==> src/rtl/sysarray_feeder_if.sv <==
// rtl/sysarray_feeder_if.sv - element load stream and skewed edge outputs of sysarray_feeder
interface sysarray_feeder_if #(
  parameter int N = 5,
  parameter int W = 32
);
  logic           in_valid;
  logic           in_ready;
  logic [W-1:0]   in_data;
  logic           out_valid;
  logic [N*W-1:0] a_out;
  logic [N*W-1:0] b_out;
  logic           busy;
  logic           done;

  modport master (
    output in_valid, in_data,
    input  in_ready, out_valid, a_out, b_out, busy, done
  );

  modport slave (
    input  in_valid, in_data,
    output in_ready, out_valid, a_out, b_out, busy, done
  );
endinterface

==> src/rtl/sysarray_feeder.sv <==
// rtl/sysarray_feeder.sv - buffers A/B matrices and replays them as skewed lane streams
// Macro SYSARRAY_FEEDER_BROW_EN: B loaded row-major instead of column-major.
module sysarray_feeder #(
  parameter int N = 5,
  parameter int W = 32
) (
  input  logic             clock,
  input  logic             resetn,
  sysarray_feeder_if.slave bus
);
  localparam int BW = $clog2(2*N*N);
  localparam int TW = $clog2(2*N-1);
  localparam int NB = $clog2(N);
  localparam logic [BW-1:0] LAST_BEAT = BW'(2*N*N-1);
  localparam logic [BW-1:0] B_FIRST   = BW'(N*N);
  localparam logic [TW-1:0] LAST_T    = TW'(2*N-2);
  localparam logic [NB-1:0] LAST_IDX  = NB'(N-1);

  typedef enum logic [1:0] {ST_LOAD, ST_STREAM, ST_DONE} state_t;

  state_t         state_q, state_d;
  logic [BW-1:0]  beat_q, beat_d;
  logic [NB-1:0]  maj_q, maj_d, min_q, min_d;
  logic [TW-1:0]  t_q, t_d;
  logic           wr_en;
  logic [W-1:0]   a_mem [N][N];
  logic [W-1:0]   b_mem [N][N];
  logic [N*W-1:0] a_q, a_d, b_q, b_d;
  logic           valid_q, done_q;

  // maj/min walk the current matrix in load order so no division by N is needed
  always_comb begin
    state_d = state_q;
    beat_d  = beat_q;
    maj_d   = maj_q;
    min_d   = min_q;
    t_d     = t_q;
    wr_en   = 1'b0;
    case (state_q)
      ST_LOAD: begin
        if (bus.in_valid) begin
          wr_en = 1'b1;
          if (min_q == LAST_IDX) begin
            min_d = '0;
            maj_d = (maj_q == LAST_IDX) ? '0 : maj_q + NB'(1);
          end else begin
            min_d = min_q + NB'(1);
          end
          if (beat_q == LAST_BEAT) begin
            state_d = ST_STREAM;
            beat_d  = '0;
            t_d     = '0;
          end else begin
            beat_d = beat_q + BW'(1);
          end
        end
      end
      ST_STREAM: begin
        if (t_q == LAST_T) begin
          state_d = ST_DONE;
          t_d     = '0;
        end else begin
          t_d = t_q + TW'(1);
        end
      end
      default: state_d = ST_LOAD;
    endcase
  end

  always_ff @(posedge clock) begin
    if (wr_en) begin
      if (beat_q < B_FIRST) begin
        a_mem[maj_q][min_q] <= bus.in_data;
      end else begin
`ifdef SYSARRAY_FEEDER_BROW_EN
        b_mem[maj_q][min_q] <= bus.in_data;
`else
        b_mem[min_q][maj_q] <= bus.in_data;
`endif
      end
    end
  end

  // Outputs are built from the next state so beat t is registered on the edge that counts t.
  always_comb begin
    a_d = '0;
    b_d = '0;
    if (state_d == ST_STREAM) begin
      for (int i = 0; i < N; i++) begin
        for (int k = 0; k < N; k++) begin
          if (int'(t_d) == i + k) begin
            a_d[i*W +: W] = a_mem[i][k];
            b_d[i*W +: W] = b_mem[k][i];
          end
        end
      end
    end
  end

  always_ff @(posedge clock or negedge resetn) begin
    if (!resetn) begin
      state_q <= ST_LOAD;
      beat_q  <= '0;
      maj_q   <= '0;
      min_q   <= '0;
      t_q     <= '0;
      a_q     <= '0;
      b_q     <= '0;
      valid_q <= 1'b0;
      done_q  <= 1'b0;
    end else begin
      state_q <= state_d;
      beat_q  <= beat_d;
      maj_q   <= maj_d;
      min_q   <= min_d;
      t_q     <= t_d;
      a_q     <= a_d;
      b_q     <= b_d;
      valid_q <= (state_d == ST_STREAM);
      done_q  <= (state_d == ST_DONE);
    end
  end

  assign bus.in_ready  = (state_q == ST_LOAD);
  assign bus.busy      = (state_q != ST_LOAD);
  assign bus.out_valid = valid_q;
  assign bus.done      = done_q;
  assign bus.a_out     = a_q;
  assign bus.b_out     = b_q;
endmodule

==> src/flat_wrapper.sv <==
// flat-port wrapper written by rule: the top's interface ports become plain ports
module sysarray_feeder_flat 
#(
  parameter int N = 5,
  parameter int W = 32
)
  (clock, resetn, bus_in_valid, bus_in_data, bus_in_ready, bus_out_valid, bus_a_out, bus_b_out, bus_busy, bus_done);
  sysarray_feeder_if #(.N(N), .W(W)) bus_i ();
  input  logic clock;
  input  logic resetn;
  input wire logic [$bits(bus_i.in_valid)-1:0] bus_in_valid;
  input wire logic [$bits(bus_i.in_data)-1:0] bus_in_data;
  output wire logic [$bits(bus_i.in_ready)-1:0] bus_in_ready;
  output wire logic [$bits(bus_i.out_valid)-1:0] bus_out_valid;
  output wire logic [$bits(bus_i.a_out)-1:0] bus_a_out;
  output wire logic [$bits(bus_i.b_out)-1:0] bus_b_out;
  output wire logic [$bits(bus_i.busy)-1:0] bus_busy;
  output wire logic [$bits(bus_i.done)-1:0] bus_done;
  assign bus_i.in_valid = bus_in_valid;
  assign bus_i.in_data = bus_in_data;
  assign bus_in_ready = bus_i.in_ready;
  assign bus_out_valid = bus_i.out_valid;
  assign bus_a_out = bus_i.a_out;
  assign bus_b_out = bus_i.b_out;
  assign bus_busy = bus_i.busy;
  assign bus_done = bus_i.done;
  sysarray_feeder #(.N(N), .W(W)) u_core (.clock(clock), .resetn(resetn), .bus(bus_i));
endmodule
==> config.mk <==
export PLATFORM = sky130hd
export DESIGN_NAME = sysarray_feeder_flat
export DESIGN_NICKNAME = d
export VERILOG_FILES = /design/src/rtl/sysarray_feeder_if.sv /design/src/rtl/sysarray_feeder.sv /design/src/flat_wrapper.sv
export SDC_FILE = /design/constraint.sdc
export NUM_CORES = 2
export LEC_CHECK = 0
export CAP_MARGIN = 10
export CORE_ASPECT_RATIO = 1.25
export CORE_UTILIZATION = 45
export DETAILED_ROUTE_END_ITERATION = 10
export DONT_BUFFER_PORTS = 1
export SYNTH_ARGS = -nofsm -noshare
export SYNTH_HDL_FRONTEND = slang
export SYNTH_SLANG_ARGS = --single-unit
==> constraint.sdc <==
create_clock -name clock -period 7.3 [get_ports clock]
set_clock_uncertainty 0.1 [all_clocks]
set_input_delay 1.095 -clock clock [delete_from_list [all_inputs] [get_ports clock]]
set_output_delay 1.095 -clock clock [all_outputs]
set_load 0.005 [all_outputs]
==> impl_metrics.ini <==
[status]
status = finished with violations
violations = slew limit

[logic_synthesis]
ys_types = 52
netlist_area_mm2 = 0.0716
yosys.area_share.adder = 0.00157
ys_ff_latch = 1940
synth_compound_gate_area_share = 0.135
synth_warnings = 0
netlist_top_cells_area = edfxtp_1, dfrtp_1, o221a_2, a21oi_1, o21ai_0
syn_inst = 4493
synth_top_family_by_area = compound AO/OA/AOI/OAI gates
syn_nets = 4537
muxShareOfSynthArea = 0.00671
yosysSeqAreaShare = 0.790
postSynthAreaPerCell_um2 = 15.9
ys_async_sr_fraction = 0.175
yosys.area.top_type_share = 0.671
synth_edf_count = 1600
synthSimpleGateAreaFrac = 0.0465
synth_flop_cell = edfxtp_1
synth_area_leader_cell = edfxtp_1
synth_xor_area_frac = 0

[cts]
tritoncts = done
path_clk_slew_ps = 60
cts_made_buffers = 184
clkSinkCount = 1940
htreeDepth = 4
ctsResizeCount = 0
post_cts.repair.setup_buffers = 0
worstSkewPairLatency_ps = 850
clock-root-buffer = clkbuf_16
cts_buffer_depth = 3

[sta]
finalCritPeriodShare = 0.664
finalCriticalPeriod_ps = 4850
finalHoldViolations = 0
drv_slew = 224
setup_violations = 0
setup_tns_ps = 0
rsz0062_at_grt = false
tightest_slew_ps = 1840
slew_headroom = -0.227
clock.fmax_ghz = 0.206

[global_routing]
antenna_found_initial = 20
grt_max_degree = 341
overflow = 0
grt_pass1_vias = 40010
grt.total_usage = 0.254
grt_first_pass_wirelength_um = 294000

[placed_design]
hpwl_um = 97700
placed_cell_area_mm2 = 0.0739
dp_cells = 6275
portBuffers = 0
finalWeightedCongestion = 0.765

[cells_and_area]
layout.nets = 4448
drive_gt1_frac = 0.138
layout_common_cells = edfxtp_1, a21oi_1, dfrtp_1
stdcell_count = 6634
area_growth_pct = 12.1
final_common_cell = edfxtp_1
fin_area_mm2 = 0.0802

[setup_path]
critPathMaxFanout = 80
crit_type = flip-flop to flip-flop
critPathLaunchType = flip-flop
rr_worst_depth = 9
end_kind = flip-flop
arrival_ps = 5540
critical_path_required_ps = 7990
r2r_slack_ps = 2450

[floorplan]
die-width_um = 359
rows = 163
start_util = 0.454
die-height_um = 448
core_area_mm2 = 0.158
dieArea_mm2 = 0.161
pin_count = 359

[route]
vias_per_cell = 6.18
totalWireLength_um = 207000
drtIter0Drc = 4346
wl_met1_um = 82900
drc = 0
highest_layer = met4
dr_wl_met3_um = 16000
postRouteAntennaNets = 0
vias = 40984
met2_length_um = 101000
post_drt_wl_per_cell_um = 31.2
dr.pass1.iters = 8

[pwr]
p_total_mw = 31.8
ir_drop_mv = 0.772
p_leak_nw = 26.4
p_per_area_mw_per_mm2 = 396

[job]
drv_cap = 0

[worst_hold_path]
hp-class = primary input to asynchronous set/reset pin
-- metrics by stage --
stage | hold WS, ps | setup slack, ps | utilization
after floorplan | 342 | 3540 | -
after global placement | 345 | 2430 | 0.468
after detailed placement | 354 | 2410 | 0.468
after CTS | -175 | 2500 | 0.507
after global routing | 99.2 | 2230 | 0.508
final | 69.4 | 2450 | 0.508
-- power by group --
part           switching, mW  total [mW]  leakage, nW  internal [mW]
sequential             0.399        13.0         19.1           12.6
clock                   4.19        9.73         3.00           5.54
combinational           6.64        9.02         4.29           2.39
-- routing by layer --
metal / global-route usage / vias up
li1: - / 17492
met1: 0.338 / 21540
met2: 0.412 / 1681
met3: 0.0554 / 271
met4: 0.0863 / 0
met5: 0 / -
-- state kept, by name, indices dropped and copies added (netlist names) --
signal / cells
u_core.state_q: 2
u_core.bus.b_out: 160
u_core.bus.a_out: 160
u_core.beat_q: 6
u_core.bus.out_valid: 1
u_core.maj_q: 3
u_core.a_mem: 800
u_core.t_q: 4
u_core.bus.done: 1
u_core.min_q: 3
u_core.b_mem: 800
-- cell usage after synthesis (9+ instances only) --
cell / number
a221oi_1: 64
a32o_1: 44
ha_1: 9
nand3_1: 208
buf_1: 34
a2bb2oi_1: 64
dfrtp_1: 340
nand2_1: 220
mux2i_1: 48
o21ai_0: 226
nor2_1: 240
a211oi_1: 64
inv_1: 11
o211ai_1: 130
o22ai_1: 47
edfxtp_1: 1600
a22oi_1: 81
a22o_1: 16
a21oi_1: 422
buf_2: 56
o221a_2: 188
nand2b_1: 50
clkbuf_1: 264
-- cell families (layout without fill, tap and decap cells) --
| group | count (synthesis) | count (layout) |
|---|---|---|
| AND/OR/NAND/NOR | 754 | 754 |
| other | 0 | 8 |
| adder cells (fa/ha/maj) | 9 | 9 |
| buffers and inverters | 374 | 445 |
| multiplexers | 48 | 48 |
| flip-flops | 1940 | 1940 |
| AO/OA/AOI/OAI | 1368 | 1368 |
-- final timing paths --
| check | startpoint | endpoint |
|---|---|---|
| worst min register to register | u_core.a_mem[4][27] | u_core.bus.a_out[155] |
| worst max register to register | u_core.state_q[1] | u_core.bus.a_out[25] |
| min in group clock | bus_in_data[29] | u_core.b_mem[2][93] |
| worst min-delay path | resetn | u_core.bus.b_out[18] |
| max in group asynchronous | resetn | u_core.bus.b_out[137] |
| worst max-delay path | u_core.state_q[1] | u_core.bus.a_out[25] |
-- final cells by class --
type / instances / area [um2]
fillers: 12879 / 77600
flip-flops and latches: 1940 / 56600
multi-input cells: 2179 / 14100
clock buffers: 275 / 5320
well taps: 2062 / 2580
clock inverters: 71 / 855
repair buffers: 83 / 753
inverters: 16 / 87.6
diodes: 8 / 20.0
-- critical path: stages (launching register included) --
cell      delay (ps)
dfrtp_1          400
nor2b_1          650
nand2_1          270
and2_4           390
inv_6            480
buf_4            730
buf_4            810
o21ai_0          220
a211oi_1         330
o221a_2          250
(Power assumes the default switching activity.)
